File: src/rtl/inv_mix_columns_seq.sv
// Iterative AES InvMixColumns engine: COLS_PER_CYCLE columns per clock over a shared GF(2^8) datapath.
// Optional MIXCOL_FWD_MODE_EN adds mode_in selecting the forward MixColumns matrix per block.
module inv_mix_columns_seq #(
   parameter int COLS_PER_CYCLE = 1
) (
   input  logic         clk,
   input  logic         rst,
   input  logic         in_valid,
   output logic         in_ready,
   input  logic [127:0] in_data,
   output logic         out_valid,
   input  logic         out_ready,
   output logic [127:0] out_data,
`ifdef MIXCOL_FWD_MODE_EN
   input  logic         mode_in,
`endif
   output logic         busy
);

   if (!(COLS_PER_CYCLE == 1 || COLS_PER_CYCLE == 2 || COLS_PER_CYCLE == 4)) begin : g_bad_cols
      $error("inv_mix_columns_seq: COLS_PER_CYCLE must be 1, 2 or 4");
   end

   localparam int         NGROUPS  = 4 / COLS_PER_CYCLE;
   localparam logic [1:0] LAST_GRP = 2'(NGROUPS - 1);

   typedef enum logic [1:0] {S_IDLE = 2'd0, S_CALC = 2'd1, S_DONE = 2'd2} state_t;

   state_t       state_q, state_d;
   logic [1:0]   cnt_q, cnt_d;
   logic [127:0] work_q, work_d;
   logic [127:0] out_q, out_d;
   logic         in_ready_q, in_ready_d;
   logic         out_valid_q, out_valid_d;
   logic         busy_q, busy_d;
   logic         mode_q, mode_d;
   logic         fwd_s;

   function automatic logic [7:0] xtime(input logic [7:0] b);
      return {b[6:0], 1'b0} ^ (b[7] ? 8'h1b : 8'h00);
   endfunction

   // Both matrices share the xtime chain; the row rotation indexes the same product table.
   function automatic logic [31:0] mix_col(input logic [31:0] c, input logic fwd);
      logic [7:0]  a [4];
      logic [7:0]  x2 [4];
      logic [7:0]  x4 [4];
      logic [7:0]  x8 [4];
      logic [31:0] r_col;
      r_col = 32'h0;
      for (int r = 0; r < 4; r++) begin
         a[r]  = c[31-8*r -: 8];
         x2[r] = xtime(a[r]);
         x4[r] = xtime(x2[r]);
         x8[r] = xtime(x4[r]);
      end
      for (int r = 0; r < 4; r++) begin
         if (fwd) begin
            r_col[31-8*r -: 8] = x2[r] ^ (x2[(r+1)%4] ^ a[(r+1)%4]) ^ a[(r+2)%4] ^ a[(r+3)%4];
         end else begin
            r_col[31-8*r -: 8] = (x8[r] ^ x4[r] ^ x2[r])
                               ^ (x8[(r+1)%4] ^ x2[(r+1)%4] ^ a[(r+1)%4])
                               ^ (x8[(r+2)%4] ^ x4[(r+2)%4] ^ a[(r+2)%4])
                               ^ (x8[(r+3)%4] ^ a[(r+3)%4]);
         end
      end
      return r_col;
   endfunction

`ifdef MIXCOL_FWD_MODE_EN
   assign fwd_s = mode_q;
`else
   assign fwd_s = 1'b0;
`endif

   // State and datapath registers with synchronous reset.
   always_ff @(posedge clk) begin
      if (rst) begin
         state_q     <= S_IDLE;
         cnt_q       <= 2'd0;
         work_q      <= 128'h0;
         out_q       <= 128'h0;
         in_ready_q  <= 1'b0;
         out_valid_q <= 1'b0;
         busy_q      <= 1'b0;
         mode_q      <= 1'b0;
      end else begin
         state_q     <= state_d;
         cnt_q       <= cnt_d;
         work_q      <= work_d;
         out_q       <= out_d;
         in_ready_q  <= in_ready_d;
         out_valid_q <= out_valid_d;
         busy_q      <= busy_d;
         mode_q      <= mode_d;
      end
   end

   // Next-state logic.
   always_comb begin
      state_d = state_q;
      case (state_q)
         S_IDLE: if (in_valid)             state_d = S_CALC; else state_d = S_IDLE;
         S_CALC: if (cnt_q == LAST_GRP)    state_d = S_DONE; else state_d = S_CALC;
         S_DONE: if (out_ready)            state_d = S_IDLE; else state_d = S_DONE;
         default:                          state_d = S_IDLE;
      endcase
   end

   // Capture, in-place column transform and result latch at the final group.
   always_comb begin
      work_d = work_q;
      cnt_d  = cnt_q;
      out_d  = out_q;
      mode_d = mode_q;
      if (state_q == S_IDLE && in_valid) begin
         work_d = in_data;
         cnt_d  = 2'd0;
`ifdef MIXCOL_FWD_MODE_EN
         mode_d = mode_in;
`else
         mode_d = 1'b0;
`endif
      end else if (state_q == S_CALC) begin
         for (int k = 0; k < COLS_PER_CYCLE; k++) begin
            work_d[127-32*(int'(cnt_q)*COLS_PER_CYCLE+k) -: 32] =
               mix_col(work_q[127-32*(int'(cnt_q)*COLS_PER_CYCLE+k) -: 32], fwd_s);
         end
         if (cnt_q == LAST_GRP) begin
            cnt_d = 2'd0;
            out_d = work_d;
         end else begin
            cnt_d = cnt_q + 2'd1;
         end
      end else begin
         cnt_d = cnt_q;
      end
   end

   // Registered handshake/status outputs derived from the upcoming state.
   always_comb begin
      in_ready_d  = (state_d == S_IDLE);
      out_valid_d = (state_d == S_DONE);
      busy_d      = (state_d != S_IDLE);
   end

   assign in_ready  = in_ready_q;
   assign out_valid = out_valid_q;
   assign busy      = busy_q;
   assign out_data  = out_q;

endmodule

File: config.mk
export PLATFORM = sky130hd
export DESIGN_NAME = inv_mix_columns_seq
export DESIGN_NICKNAME = d
export VERILOG_FILES = /design/src/rtl/inv_mix_columns_seq.sv
export SDC_FILE = /design/constraint.sdc
export NUM_CORES = 1
export LEC_CHECK = 0
export ABC_AREA = 0
export BUFFER_PORTS_ARGS = -buffer_cell sky130_fd_sc_hd__buf_4
export CORE_UTILIZATION = 23
export CTS_CLUSTER_DIAMETER = 60
export CTS_CLUSTER_SIZE = 20
export DETAILED_ROUTE_END_ITERATION = 6
export PLACE_DENSITY_LB_ADDON = 0.1
export RECOVER_POWER = 100
export SLEW_MARGIN = 0
export SYNTH_ARGS = -nofsm -noshare
export SYNTH_HDL_FRONTEND = slang
export SYNTH_SLANG_ARGS = --single-unit
File: constraint.sdc
create_clock -name clk -period 4.3 [get_ports clk]
set_input_delay 0.43 -clock clk [delete_from_list [all_inputs] [get_ports clk]]
set_output_delay 0.43 -clock clk [all_outputs]
set_load 0.01 [all_outputs]
After elaboration in Yosys (flattened, before gate mapping). Index checks and enable logic that the tools add are counted.

Add/sub/neg operators: 3. Equal/unequal tests: 4. Shifts and indexed selects: 3. Multiplexer cells: 28. Bitwise operators: 49. Reductions and logical operators: 7.

Operators with widths (count): 8-bit XOR (36); 128-bit 2-to-1 mux (2); 32-bit by 33-bit variable shift with 159-bit output, first input constant (1); 159-bit by 8-bit variable part select with 32-bit output (1); 32-bit by 33-bit variable part select with 159-bit output (1); 128-bit bitwise mux (1); 8-bit by 5-bit XOR with 8-bit output (12); 8-bit 2-to-1 mux (8); 5-bit 2-to-1 mux (12); 8-bit negator with 33-bit output (1); 7-bit by 7-bit subtractor with 8-bit output, first input constant (1); 2-bit == test, second input constant (3); 2-bit 2-to-1 mux (3); 2-bit case mux with 3 select lines (1); 2-bit zero test (2); 2-bit nonzero test (2); 3-bit AND reduction (1); 2-bit by 1-bit adder with 2-bit output, second input constant (1); 2-bit by 1-bit == test with 1-bit output, second input constant (1); 2-bit OR reduction (1); 1-bit logical AND (1); 1-bit 2-to-1 mux (1); 1-bit inverter (1).

Bits in registers: 263. Word-level logic and storage cells: 101.

Depth between registers and ports, before layout.
Word-level depth: 19. Gate-level depth with buffers: 12. Gate-level depth less buffers: 7.

Least setup slack after synthesis. OpenSTA, ideal clock, no wires.

Kind: flip-flop to flip-flop. Start: register cnt_q[0]. End: register work_q[107]. Arrival time: 3056 ps. Path slack: 1116 ps. Stages on the path, launching flop included: 10. Buffers on the path: 2. Clock period less this slack: 3184 ps. Cells stage by stage: dfxtp_1 -> buf_6 -> mux4_2 -> buf_4 -> xnor3_2 -> xnor3_1 -> xnor2_2 -> xor3_2 -> a222oi_1 -> nor2_1.

Cells in the longest elaborated chain, start to end: 17. Elaborated cells between the ends (all ways): 76. Classes of those cells: 2 x add/sub; 3 x shift; 23 x mux; 48 x bitwise.

Ends and longest elaborated chain: start: declaration (line 30) `logic [1:0] cnt_q, cnt_d;`; start signal: assignment (line 89) `cnt_q <= cnt_d;`; 7-bit by 7-bit subtractor with 8-bit output * (line 126, 127); 159-bit by 8-bit variable part select with 32-bit output (line 127) `mix_col(work_q[127-32*(int'(cnt_q)*COLS_PER_CYCLE+k) -: 32], fwd_s);`; 8-bit by 5-bit XOR with 8-bit output / 5-bit 2-to-1 mux (equally long branches) (2 in series) (line 40) `return {b[6:0], 1'b0} ^ (b[7] ? 8'h1b : 8'h00);`; 5-bit 2-to-1 mux / 8-bit by 5-bit XOR with 8-bit output (equally long branches) (line 40); 8-bit by 5-bit XOR with 8-bit output (line 40); 8-bit XOR, on equally long branches (line 61, 63, 62); 8-bit XOR, on equally long branches (line 61, 62); 8-bit XOR (line 62) `^ (x8[(r+1)%4] ^ x2[(r+1)%4] ^ a[(r+1)%4])`; 8-bit XOR (line 63) `^ (x8[(r+2)%4] ^ x4[(r+2)%4] ^ a[(r+2)%4])`; 8-bit XOR (line 64) `^ (x8[(r+3)%4] ^ a[(r+3)%4]);`; 8-bit 2-to-1 mux (line 124) `end else if (state_q == S_CALC) begin`; 8-bit 2-to-1 mux (line 116) `if (state_q == S_IDLE && in_valid) begin`; 32-bit by 33-bit variable part select with 159-bit output (line 126) `work_d[127-32*(int'(cnt_q)*COLS_PER_CYCLE+k) -: 32] =`; 128-bit bitwise mux * (line 126); 128-bit 2-to-1 mux * (line 124); 128-bit 2-to-1 mux * (line 116); end signal: assignment (line 90) `work_q <= work_d;`; end: declaration (line 31) `logic [127:0] work_q, work_d;`.

Every way passes the cells marked *; elsewhere a longest branch is shown, timed or not. The select of a mux whose other input is x is not followed. A chain may end at the register's enable or synchronous reset.

Worst setup path after layout.
Start: register cnt_q[1]. End: register out_q[100] (netlist: out_data[100]).

Cells in the longest elaborated chain, start to end: 15. Elaborated cells between the ends (all ways): 76. Classes of those cells: 2 x add/sub; 1 x eq/ne; 3 x shift; 21 x mux; 48 x bitwise; 1 x reduce/logical.

Ends and longest elaborated chain: 7-bit by 7-bit subtractor with 8-bit output (line 126, 127); 159-bit by 8-bit variable part select with 32-bit output (line 127); 8-bit by 5-bit XOR with 8-bit output / 5-bit 2-to-1 mux (equally long branches) (2 in series) (line 40); 5-bit 2-to-1 mux / 8-bit by 5-bit XOR with 8-bit output (equally long branches) (line 40); 8-bit by 5-bit XOR with 8-bit output (line 40); 8-bit XOR, on equally long branches (line 61, 63, 62); 8-bit XOR, on equally long branches (line 61, 62); 8-bit XOR (line 62); 8-bit XOR (line 63); 8-bit XOR (line 64); 8-bit 2-to-1 mux (line 124); 8-bit 2-to-1 mux (line 116); 32-bit by 33-bit variable part select with 159-bit output (line 126); 128-bit bitwise mux (line 126); end signal: assignment (line 91) `out_q <= out_d;`; end: declaration (line 32) `logic [127:0] out_q, out_d;`.

Parallel ways exist; a longest one is shown, timed or not. The select of a mux whose other input is x is not followed.

==> results.md <==
- Hold WS: ~0.11 ns
- Fin crit period: 3.909 ns
- Cell taking the most area after synthesis: dfxtp_1
- PortBufs: 262
- Syn nets: 1506
- Root buf cell: clkbuf_16
- Via density: 5.152
- DRC Markers: 23
- CTS sink cnt: 263
- Yosys reg bits: between 200 and 300
- Vias in the first global route: 12360
- Critical path endpoint category: register
- Drt total wl: 64470 microns
- Antenna Nets Post-Route: 0
- Ports: 263
- Die height: 244.2 microns
- Post-Synth XOR/XNOR Area: 17.66%
- Worst hold path class: in2reg
- Period utilization: 90.91%
- Top routing layer in use: met4
- Overall Global Routing Usage: a little over a fifth
- Yosys warning count: 0
- TritonRoute pass-1 iters: 7
- Post-CTS setup buffer count: 0
- Share of the synthesized area in the top cell type: 39.02%
- Post_cts resized: 0
- Setup TNS: 0 ns
- Synth cell count leaders: dfxtp_1, nor2_1, clkbuf_1, nor3_1, nand2_1
- Path type of the worst setup path: reg2reg
- Routed via count: between 10000 and 15000
- Nature of the critical path startpoint: register
- Largest net degree at the start of global routing: 107
- Synthesized area: 13490 sq um
- Final setup violation count: 0
- Clock Latency Late Sink: 0.59 ns
- Global-route wire length before repair: 91510 microns
- Unrepaired setup endpoints after global routing: false
- Final hold violation count: 0
- CTS tree: yes
- Adder-cell share of the synthesized area: 0.3709%
- Arrival time at the worst endpoint: ~4.4 ns
- FMAX: 0.2558 GHz
- Synth Area in Compound Gates: between 10% and 20%
- Simple-Gate Fraction of Synth Area: 13.40%
- Drt wl/cell: around 27 microns
- Cell Rows: 88
- P_leak: 6.120 nW
- Die Width: 244.2 microns
- Worst Skew: around 0.018 ns
- Share of layout cells above drive strength 1: 18.25%
- Post-synthesis sequential area ratio: ~40%
- CTS max path bufs: 3
- Initial antenna violation count: 0
- Drt initial violations: roughly 1600
- Failing checks: design-rule violations, max-capacitance violations, max-slew violations
- Synth Flop Type: dfxtp_1
- Pwr Total: roughly 18 mW
- Clock slew at reported path FFs: ~0.07 ns
- GR Overflow Total: 0
- Core area: just under 60000 sq um
- Layout area overhead: 24.37%
- PD cells: 1092 nW/um^2
- Crit Path Max Fanout: 29
- Yosys cell types: 47
- Initial Utilization: 23.34%
- Count leader, synth: dfxtp_1
- GPL Wtd Cong: between 0.8 and 0.9
- Largest family of logic cells by synthesized area: compound AO/OA/AOI/OAI gates
- Post-synthesis instance total: 1370
- Layout net count: about 1700
- Met1 Routed Length: 27910 microns
- Mux cell area share after synthesis: 5.814%
- Max-Slew Margin vs Limit: -41.08%
- Met2 wire length: 31920 microns
- Synth area leaders: dfxtp_1, nor2_1, a221oi_1
- DP Wirelength: 46080 microns
- VDD IR-drop max: 0.0007957 V
- Full die area: 59640 sq um
- Avg Synthesized Cell Area: 9.850 sq um
- Final Max Slew Viols: between 100 and 150
- H-tree levels: 1
- CTS Hold Bufs: 0
- EDFF count, synth: 0
- Worst slew pin tran: 2.111 ns
- MaxCap Viol Count: 3
- Worst EP required: 4.79 ns
- Share of flip-flops with an asynchronous set or reset: 0%
- Met3 WL: 3407 microns
- Status: finished, violations left
- Inserted Clock Buffers: 31
power by group:
| part | switching, mW | internal (mW) | total (mW) |
|---|---|---|---|
| Combinational | 8.05 | 4.73 | 12.8 |
| Clock | 1.20 | 1.54 | 2.75 |
| Sequential | 0.175 | 2.62 | 2.80 |
stage by stage:
stage | instances | worst slack [ns] | util, % | cell area [sq um]
floorplan | 1370 | 1.116 | - | 13490
global placement | 2336 | 0.7422 | 28.50 | 16480
detailed placement | 2336 | 0.7077 | 28.50 | 16480
finish | 2393 | 0.3908 | 29.03 | 16780
global route | 2392 | 0.2382 | 29.03 | 16780
CTS | 2392 | 0.6768 | 30.30 | 17510
area by class of cell:
class / count / area (sq um)
flip-flops and latches: 263 / 5266
clock inverters: 21 / 237.7
multi-input cells: 967 / 7521
clock buffers: 35 / 800.8
well taps: 765 / 957.2
fillers: 6226 / 41020
inverters: 7 / 26.28
diodes: 1 / 2.502
repair buffers: 334 / 1971
registers in the layout, summed over array words and instances, names as in the netlist:
register,flops
in_ready,1
out_valid,1
out_data,128
cnt_q,2
work_q,128
busy,1
state_q,2
critical path: stages (launching register included):
cell and delay [ns]:
dfxtp_1 0.57, buf_12 0.28, mux4_1 0.45, xnor3_1 0.72, xnor3_1 0.35, xnor3_2 0.44, xnor2_1 0.51, nand2_1 0.19
a311oi_1 0.28
cells in the final DEF (no fill, tap or decap), drive strengths merged, types with 12 or more instances in the layout:
| master | Yosys | layout |
|---|---|---|
| inv | 7 | 13 |
| o2bb2ai | 12 | 12 |
| dfxtp | 263 | 263 |
| o21ai | 16 | 16 |
| a21oi | 65 | 65 |
| a221oi | 81 | 81 |
| a22oi | 57 | 57 |
| nor2 | 207 | 207 |
| xor2 | 29 | 29 |
| a222oi | 70 | 70 |
| buf | 29 | 174 |
| mux4 | 32 | 32 |
| nand2 | 87 | 87 |
| xnor3 | 30 | 30 |
| nor3 | 102 | 102 |
| clkbuf | 102 | 195 |
| xnor2 | 104 | 104 |
final timing paths:
path,depth (start not counted),startpoint,endpoint,slack [ns]
max,8,cnt_q[1]$_SDFFE_PP0P_,out_data[100]$_SDFFE_PP0P_,0.39
max reg2reg,8,cnt_q[1]$_SDFFE_PP0P_,out_data[100]$_SDFFE_PP0P_,0.39
min reg2reg,2,out_data[25]$_SDFFE_PP0P_,out_data[25]$_SDFFE_PP0P_,0.46
min,3,in_data[84],work_q[84]$_SDFFE_PP0P_,0.11
cell families (layout without fill, tap and decap cells):
logic type	Yosys count	count (layout)
AO/OA/AOI/OAI	328	328
XOR/XNOR	172	172
adder cells (fa/ha/maj)	4	4
buffers and inverters	140	397
flip-flops	263	263
multiplexers	35	35
other	0	1
AND/OR/NAND/NOR	428	428
per-layer routing:
metal | global-route usage [%] | up-vias
met2 | 36.20 | 475
met3 | 2.579 | 55
met4 | 4.890 | 0
met1 | 27.85 | 6211
met5 | 0 | -
li1 | - | 5588
Note: power is estimated with default switching activity, not from simulation.
